[config.mk]
export PLATFORM = sky130hd
export DESIGN_NAME = ahb_split_ctrl
export DESIGN_NICKNAME = d
export VERILOG_FILES = /design/src/rtl/ahb_pkg.sv /design/src/rtl/rr_pick.sv /design/src/rtl/ahb_split_ctrl.sv
export SDC_FILE = /design/constraint.sdc
export NUM_CORES = 1
export LEC_CHECK = 0
export BUFFER_PORTS_ARGS = -buffer_cell sky130_fd_sc_hd__buf_4
export CORE_MARGIN = 3
export CORE_UTILIZATION = 34
export CTS_BUF_LIST = sky130_fd_sc_hd__clkbuf_8 sky130_fd_sc_hd__clkbuf_16
export DETAILED_ROUTE_END_ITERATION = 6
export SETUP_SLACK_MARGIN = 0.05
export SLEW_MARGIN = 30
export SYNTH_ARGS = -nofsm -noshare
export SYNTH_HDL_FRONTEND = slang
export SYNTH_SLANG_ARGS = --single-unit
export TNS_END_PERCENT = 50
[constraint.sdc]
create_clock -name HCLK -period 6.14 [get_ports HCLK]
set_input_delay 0.614 -clock HCLK [delete_from_list [all_inputs] [get_ports HCLK]]
set_output_delay 0.614 -clock HCLK [all_outputs]
set_load 0.1 [all_outputs]
[src/rtl/ahb_pkg.sv]
// Shared AHB types and constants for the SPLIT controller.
package ahb_pkg;

  localparam int unsigned MAX_MASTERS = 16;

  typedef enum logic [1:0] {
    TransIdle   = 2'b00,
    TransBusy   = 2'b01,
    TransNonseq = 2'b10,
    TransSeq    = 2'b11
  } htrans_t;

  typedef logic [1:0] hresp_t;

  localparam hresp_t RespOkay  = 2'b00;
  localparam hresp_t RespError = 2'b01;
  localparam hresp_t RespRetry = 2'b10;
  localparam hresp_t RespSplit = 2'b11;

  typedef enum logic [1:0] {
    StIdle,
    StSplit1,
    StSplit2,
    StWaitLock
  } split_state_t;

  // Index width for a set of n masters; never zero so a single master still has a pointer.
  function automatic int unsigned ptr_width(input int unsigned n);
    return (n > 1) ? $clog2(n) : 1;
  endfunction

endpackage

[src/rtl/rr_pick.sv]
// Combinational round-robin picker: first set request at or after ptr_i, wrapping at N-1 -> 0.
module rr_pick #(
  parameter int unsigned N    = 16,
  parameter int unsigned PtrW = ahb_pkg::ptr_width(N)
) (
  input  logic [N-1:0]    req_i,
  input  logic [PtrW-1:0] ptr_i,
  output logic            valid_o,
  output logic [N-1:0]    gnt_o,
  output logic [PtrW-1:0] idx_o
);

  localparam int unsigned SumW = PtrW + 1;

  logic [SumW-1:0] sum;
  logic [PtrW-1:0] k;

  // Scan from the pointer; the extra sum bit lets the wrap work for non-power-of-two N.
  always_comb begin
    valid_o = 1'b0;
    gnt_o   = '0;
    idx_o   = '0;
    sum     = '0;
    k       = '0;
    for (int unsigned i = 0; i < N; i++) begin
      sum = {1'b0, ptr_i} + SumW'(i);
      if (sum >= SumW'(N)) begin
        sum = sum - SumW'(N);
      end
      k = sum[PtrW-1:0];
      if (!valid_o && req_i[k]) begin
        valid_o  = 1'b1;
        gnt_o[k] = 1'b1;
        idx_o    = k;
      end
    end
  end

endmodule

[src/rtl/ahb_split_ctrl.sv]
// Slave-side SPLIT controller guarding a shared, non-reentrant resource.
module ahb_split_ctrl
  import ahb_pkg::*;
#(
  parameter int unsigned NUM_MASTERS = 16,
  parameter int unsigned MID_W       = 4
) (
  input  logic                   HCLK,
  input  logic                   HRESET,
  input  logic                   HSEL,
  input  logic [1:0]             HTRANS,
  input  logic                   HREADY,
  input  logic [MID_W-1:0]       HMASTER,
  input  logic                   HMASTLOCK,
  input  logic                   res_busy,
  output logic                   HREADYOUT,
  output logic [1:0]             HRESP,
  output logic [NUM_MASTERS-1:0] HSPLITx,
  output logic                   xfer_accept,
  output logic [NUM_MASTERS-1:0] split_pending
);

  localparam int unsigned PtrW = ptr_width(NUM_MASTERS);

  split_state_t           state_q, state_d;
  logic [NUM_MASTERS-1:0] pending_q, pending_d;
  logic [NUM_MASTERS-1:0] hsplit_q, hsplit_d;
  logic [PtrW-1:0]        ptr_q, ptr_d;

  logic                   pick_valid;
  logic [NUM_MASTERS-1:0] pick_gnt;
  logic [PtrW-1:0]        pick_idx;

  htrans_t                trans;
  logic                   av;
  logic                   record_split;

  assign trans = htrans_t'(HTRANS);
  assign av    = HSEL && HREADY && (trans == TransNonseq || trans == TransSeq);

  rr_pick #(
    .N    (NUM_MASTERS),
    .PtrW (PtrW)
  ) u_rr_pick (
    .req_i   (pending_q),
    .ptr_i   (ptr_q),
    .valid_o (pick_valid),
    .gnt_o   (pick_gnt),
    .idx_o   (pick_idx)
  );

  // Response FSM: next state plus state-decoded HREADYOUT/HRESP and the accept pulse.
  always_comb begin
    state_d      = state_q;
    HREADYOUT    = 1'b1;
    HRESP        = RespOkay;
    xfer_accept  = 1'b0;
    record_split = 1'b0;
    unique case (state_q)
      StIdle: begin
        if (av) begin
          if (!res_busy) begin
            xfer_accept = 1'b1;
          end else if (!HMASTLOCK) begin
            record_split = 1'b1;
            state_d      = StSplit1;
          end else begin
            state_d = StWaitLock;
          end
        end
      end
      StSplit1: begin
        HREADYOUT = 1'b0;
        HRESP     = RespSplit;
        state_d   = StSplit2;
      end
      StSplit2: begin
        // The master must cancel whatever it presents here, so av is ignored.
        HRESP   = RespSplit;
        state_d = StIdle;
      end
      StWaitLock: begin
        HREADYOUT = 1'b0;
        if (!res_busy) begin
          xfer_accept = 1'b1;
          state_d     = StIdle;
        end
      end
      default: state_d = StIdle;
    endcase
  end

  // Pending mask, registered release pulse and round-robin pointer.
  always_comb begin
    pending_d = pending_q;
    hsplit_d  = '0;
    ptr_d     = ptr_q;
    if (record_split) begin
      // Out-of-range master IDs match no bit and are simply not recorded.
      for (int unsigned i = 0; i < NUM_MASTERS; i++) begin
        if (32'(HMASTER) == i) begin
          pending_d[i] = 1'b1;
        end
      end
    end
    // Recording needs res_busy=1 and releasing needs res_busy=0, so they never overlap.
    if (!res_busy && pick_valid) begin
      hsplit_d  = pick_gnt;
      pending_d = pending_q & ~pick_gnt;
      ptr_d     = (pick_idx == PtrW'(NUM_MASTERS - 1)) ? '0 : pick_idx + 1'b1;
    end
  end

  // State registers with synchronous reset.
  always_ff @(posedge HCLK) begin
    if (HRESET) begin
      state_q   <= StIdle;
      pending_q <= '0;
      hsplit_q  <= '0;
      ptr_q     <= '0;
    end else begin
      state_q   <= state_d;
      pending_q <= pending_d;
      hsplit_q  <= hsplit_d;
      ptr_q     <= ptr_d;
    end
  end

  assign HSPLITx       = hsplit_q;
  assign split_pending = pending_q;

endmodule

# After elaboration in Yosys (flattened, before gate mapping)
# Index checks and enable logic that the tools add are counted.
[totals]
reg_bits = 38
latchBits = 0
ramBits = 0
romBits = 0
input_bits = 12
out_inout_bits = 36
word_cells = 392
mem_count = 0
[op_classes]
add_sub_neg = 32
multipliers = 0
n_div = 0
order_cmp = 48
n_eq_ne = 24
n_shift = 0
muxes = 161
n_bitwise = 18
n_reduce_logical = 90
[op_table]
columns = ["operator", "count"]
rows = [
  ["16-bit two-way mux", 18],
  ["16-bit OR", 15],
  ["4-bit two-way mux", 33],
  ["4-bit by 5-bit less-than comparator with 1-bit output, second input constant", 16],
  ["5-bit >= comparator, second input constant", 15],
  ["1-bit two-way mux", 71],
  ["1-bit binary-select mux with 4-bit select", 16],
  ["1-bit demux with 4-bit select", 16],
  ["4-bit by 1-bit >= comparator with 1-bit output, second input constant", 16],
  ["4-bit by 1-bit subtractor with 4-bit output, second input constant", 16],
  ["4-bit by 4-bit adder with 5-bit output, second input constant", 8],
  ["4-bit == test, second input constant", 9],
  ["1-bit logical AND", 34],
  ["2-bit nonzero test", 17],
  ["2-bit AND reduction", 16],
  ["4-bit by 3-bit adder with 5-bit output, second input constant", 4],
  ["16-bit bitwise AND", 1],
  ["4-bit by 3-bit == test with 1-bit output, second input constant", 4],
  ["1-bit zero test", 16],
  ["16-bit inverter", 1],
  ["4-bit by 2-bit adder with 5-bit output, second input constant", 2],
  ["2-bit two-way mux", 5],
  ["2-bit == test, second input constant", 4],
  ["4-bit by 2-bit == test with 1-bit output, second input constant", 2],
  ["other kinds (14)", 18],
]

# Depth between registers and ports, before layout
[depth]
depth_word = 53
mapped_depth = 22
depth_no_buf = 16

# By module
# Synthesis repeated with hierarchy kept, for this count alone.
[hier_totals]
hier_cells = 790
hier_area_um2 = 5924.4
[modules_own_cells]
columns = ["module", "n_inst", "cells_each", "area_per_inst_um2", "seq_area_each_um2"]
rows = [
  ["rr_pick", 1, 610, 4231.6, 0.0],
  ["ahb_split_ctrl", 1, 180, 1692.9, 760.7],
]

# Worst setup path before layout
# OpenSTA, ideal clock, no wires.
[synth_timing]
path_kind = "register to register"
startpoint = "reg ptr_q[1]"
endpoint = "reg ptr_q[2]"
setup_ns = 0.132
arrival_time_ns = 4.764
required_ns = 6.008
setup_slack_ns = 1.244
path_stages_with_launch = 20
n_path_buf = 5
synth_period_minus_slack_ns = 4.896
cell_sequence = "dfxtp_1 > buf_2 > buf_2 > inv_1 > ha_1 > clkbuf_1 > mux4_2 > mux2_2 > mux2_2 > nor3_1 > and4_1 > buf_2 > buf_2 > nand3_1 > o41ai_1 > inv_1 > ha_1 > nor3_1 > nand3b_1 > a21oi_1"
[synth_via]
elab_chain_cells = 52
word_cells_on_any_way = 161
classes_between = "add/sub: 32; order compare: 16; eq/ne: 1; mux: 81; reduce/logical: 31"
[synth_lines]
columns = ["item", "line", "rtl"]
rows = [
  ["from (decl)", "ahb_split_ctrl.sv:28", "logic [PtrW-1:0] ptr_q, ptr_d;"],
  ["from (signal assigned)", "ahb_split_ctrl.sv:125", "ptr_q <= ptr_d;"],
  ["branches (longest 52 deep; another with 4-bit by 1-bit adder with 5-bit output)", "-", ""],
]
# Several ways; the timed one is not identified. The select of a mux whose other input is x is not followed.
# A chain may end at the register's enable or synchronous reset.

# Worst setup path after layout
[layout_timing]
startpoint = "reg ptr_q[0]"
endpoint = "reg pending_q[8], in the netlist split_pending[8]"
[layout_via]
elab_chain_cells = 53
word_cells_on_any_way = 259
classes_between = "add/sub: 31; order compare: 48; mux: 113; bitwise: 17; reduce/logical: 50"
[layout_lines]
columns = ["item", "line", "rtl"]
rows = [
  ["branches (longest 53 deep; another with 4-bit by 1-bit adder with 5-bit output)", "-", ""],
  ["to (signal assigned)", "ahb_split_ctrl.sv:123", "pending_q <= pending_d;"],
  ["to (decl)", "ahb_split_ctrl.sv:26", "logic [NUM_MASTERS-1:0] pending_q, pending_d;"],
]
# Several ways; the timed one is not identified. The select of a mux whose other input is x is not followed.

==> flow_summary.json <==
{
  "outcome": "finished, final reports clean",
  "yosysSeqAreaShare_pct": 13.1,
  "ys_top_cells_by_count": "nand2_1 (95), nor2_1 (87), nand3_1 (49)",
  "grt_first_pass_wirelength_um": 40500,
  "synth_top_cells_by_area": "dfxtp_1 (13%), mux4_2 (6.6%), nand2_1 (6.2%), nor2_1 (5.6%), mux2i_1 (4.3%)",
  "finalClockSkew_ns": 0.00347,
  "drive_gt1_share_pct": 15.1,
  "worst_setup_path_start_kind": "register",
  "antenna_found_initial": 0,
  "netlist_instances": 812,
  "root_buffer": "clkbuf_16",
  "grt_max_degree": 41,
  "timing.final.crit_period_ns": 5.39,
  "synthFlopType": "dfxtp_1",
  "cp_data_required_time_ns": 6.31,
  "slew_headroom_pct": 30.8,
  "worst_r2r_path_depth": 14,
  "r2r_slack_ns": 0.75,
  "syn_nets": 842,
  "io_buffers": 46,
  "p_sw_uw": 2280,
  "drt_iter0_drc": 945,
  "p_sw_share_pct": 63.0,
  "worst_r2r_startpoint": "ptr_q[0]",
  "yosysWarningCount": 0,
  "via_per_inst": 6.87,
  "drt_first_pass_iters": 6,
  "dp.final_hpwl_um": 19700,
  "critical_path_arrival_ns": 5.57,
  "dr_total_vias": 7299,
  "hp-class": "reg -> reg",
  "gp_congestion": 1.09,
  "internal_power_uw": 1340,
  "htree_levels": 2,
  "regArea_um2": 761,
  "end_kind": "register",
  "ctsHoldBuffers": 0,
  "grt_pass1_vias": 6634,
  "yosysTopAreaCell": "dfxtp_1",
  "clock_power_share_pct": 9.4,
  "antenna_cells": 0,
  "cts_tree": "built",
  "crit_type": "reg -> reg",
  "synth_cell_type_count": 82,
  "cts.sinks": 38,
  "cts_resized": 0,
  "setup_tns_ns": 0,
  "track_usage_pct": 28.1,
  "total_power_uw": 3620,
  "yosysMostFrequentCell": "nand2_1",
  "fill_cells": 1764,
  "clkLatencyLatePin_ns": 0.28,
  "die_area_um2": 18600,
  "worstSetupStartpoint": "ptr_q[0]",
  "multi_input_area_um2": 4730,
  "p_seq_share_pct": 8.0,
  "crit_end": "split_pending[8]",
  "netlist_area_um2": 5790,
  "critPathMaxFanout": 19,
  "maxSlewViolCount": 0,
  "ys_ff_latch": 38,
  "max_cap_viol_count": 0,
  "powerDensity_nw_per_um2": 548,
  "fmax_mhz": 185,
  "combPwrFrac_pct": 82.6,
  "peakVddDrop_mv": 0.327,
  "fin_crit_sh_pct": 87.8,
  "ant_nets": 0,
  "worst_slew_pin_slew_ns": 1.01,
  "final_nets": 872,
  "area_growth_pct": 14.0,
  "path_clk_slew_ns": 0.06,
  "setup_viol": 0,
  "wl_per_cell_um": 25.1,
  "hold_ws_ns": 0.532,
  "drc": 0,
  "cts_max_path_buffers": 2,
  "post-cts-setup-buffer-count": 0,
  "postRouteWirelength_um": 26700,
  "fp-row-count": 47,
  "leakagePower_uw": 0.00238,
  "avgSynthCellArea_um2": 7.13,
  "rsz0062_at_grt": "false",
  "initial_core_util_pct": 34.8,
  "grt-ovfl-total": 0,
  "synth_top_area_share_pct": 13.1,
  "io_pins": 48,
  "die_x_um": 136,
  "synth-edff-count": 0,
  "finalHoldViolCount": 0,
  "r2r_end": "split_pending[8]",
  "cts_made_buffers": 5,
  "fp.coreArea_um2": 16600,
  "dieHeight_um": 136,
  "synth-async-reset-ratio_pct": 0
}
how the worst min path moves through the flow:
stage,startpoint,to,slack [ns],depth (start not counted)
final,state_q[1],state_q[1],0.53,2
after global routing,state_q[1],state_q[1],0.54,2
after CTS,state_q[1],state_q[1],0.53,2
after detailed placement,state_q[1],state_q[1],0.52,2
after global placement,state_q[1],state_q[1],0.51,2
after floorplan,state_q[1],state_q[1],0.49,2
worst max-delay path, stage by stage (launching register included):
cell,delay [ns]
dfxtp_1,0.34
inv_2,0.09
ha_1,0.59
buf_4,0.35
mux4_2,0.43
mux2_2,0.32
mux2_2,0.35
nor3_1,0.33
and4_1,0.62
nand4_1,0.36
nor3_1,0.63
a2111oi_0,0.29
o311ai_0,0.20
o31ai_1,0.19
and2_1,0.16
power groups by stage:
| stage | sequential (uW) | combinational (uW) | clock (uW) |
|---|---|---|---|
| 2_1_floorplan | 310 | 1990 | 0 |
| 3_3_place_gp | 296 | 2860 | 0 |
| 3_5_place_dp | 296 | 2850 | 0 |
| 4_1_cts | 291 | 2860 | 342 |
| 5_1_grt | 293 | 3130 | 352 |
| 6_report | 291 | 2990 | 339 |
flip-flops by register name (all words and copies together), names as in the netlist:
name / cells
HSPLITx: 16
state_q: 2
split_pending: 16
ptr_q: 4
per-layer routing:
layer  track usage (%)  part of all wire [%]  vias up
met5                 0                     0        -
met3              6.40                    11      115
li1                  -                     -     3215
met2              42.0                    43      557
met4              12.4                   5.0        0
met1              38.4                    41     3412
final cells by class:
| class | instances | share of cell area (%) |
|---|---|---|
| Clock buffer | 6 | 2.11 |
| Clock inverter | 2 | 0.910 |
| Inverter | 17 | 0.967 |
| Multi-Input combinational cell | 704 | 71.7 |
| Sequential cell | 38 | 11.5 |
| Tap cell | 220 | 4.17 |
| Timing Repair Buffer | 76 | 8.65 |
placed cells by master (no fill, tap or decap), drive strengths merged, types with 24 or more instances in the layout:
cell type / n
nand2: 95
nor2: 89
buf: 76
nand3: 50
a21oi: 46
dfxtp: 38
nor3: 28
mux2i: 26
a31oi: 24
and2: 24
o21ai: 24
logic make-up after synthesis:
logic type | Yosys count | synth area share (%)
and+or+nand+nor | 368 | 31.5
AOI/OAI and AO/OA | 251 | 30.9
buffers and inverters | 70 | 5.28
muxes | 53 | 13.1
DFF | 38 | 13.1
adders and majority gates | 18 | 3.89
xor gates and xnor gates | 14 | 2.12
through the flow:
step | std cells | setup slack [ns] | util, % | area, um2
after floorplan | 812 | 1.24 | - | 5790
after CTS | 1063 | 0.921 | 39.6 | 6600
after global routing | 1063 | 0.388 | 39.6 | 6600
after global placement | 1055 | 0.984 | 38.4 | 6390
after detailed placement | 1055 | 0.972 | 38.4 | 6400
final | 1063 | 0.748 | 39.6 | 6600
No activity file was read; power rests on OpenSTA's default activity.
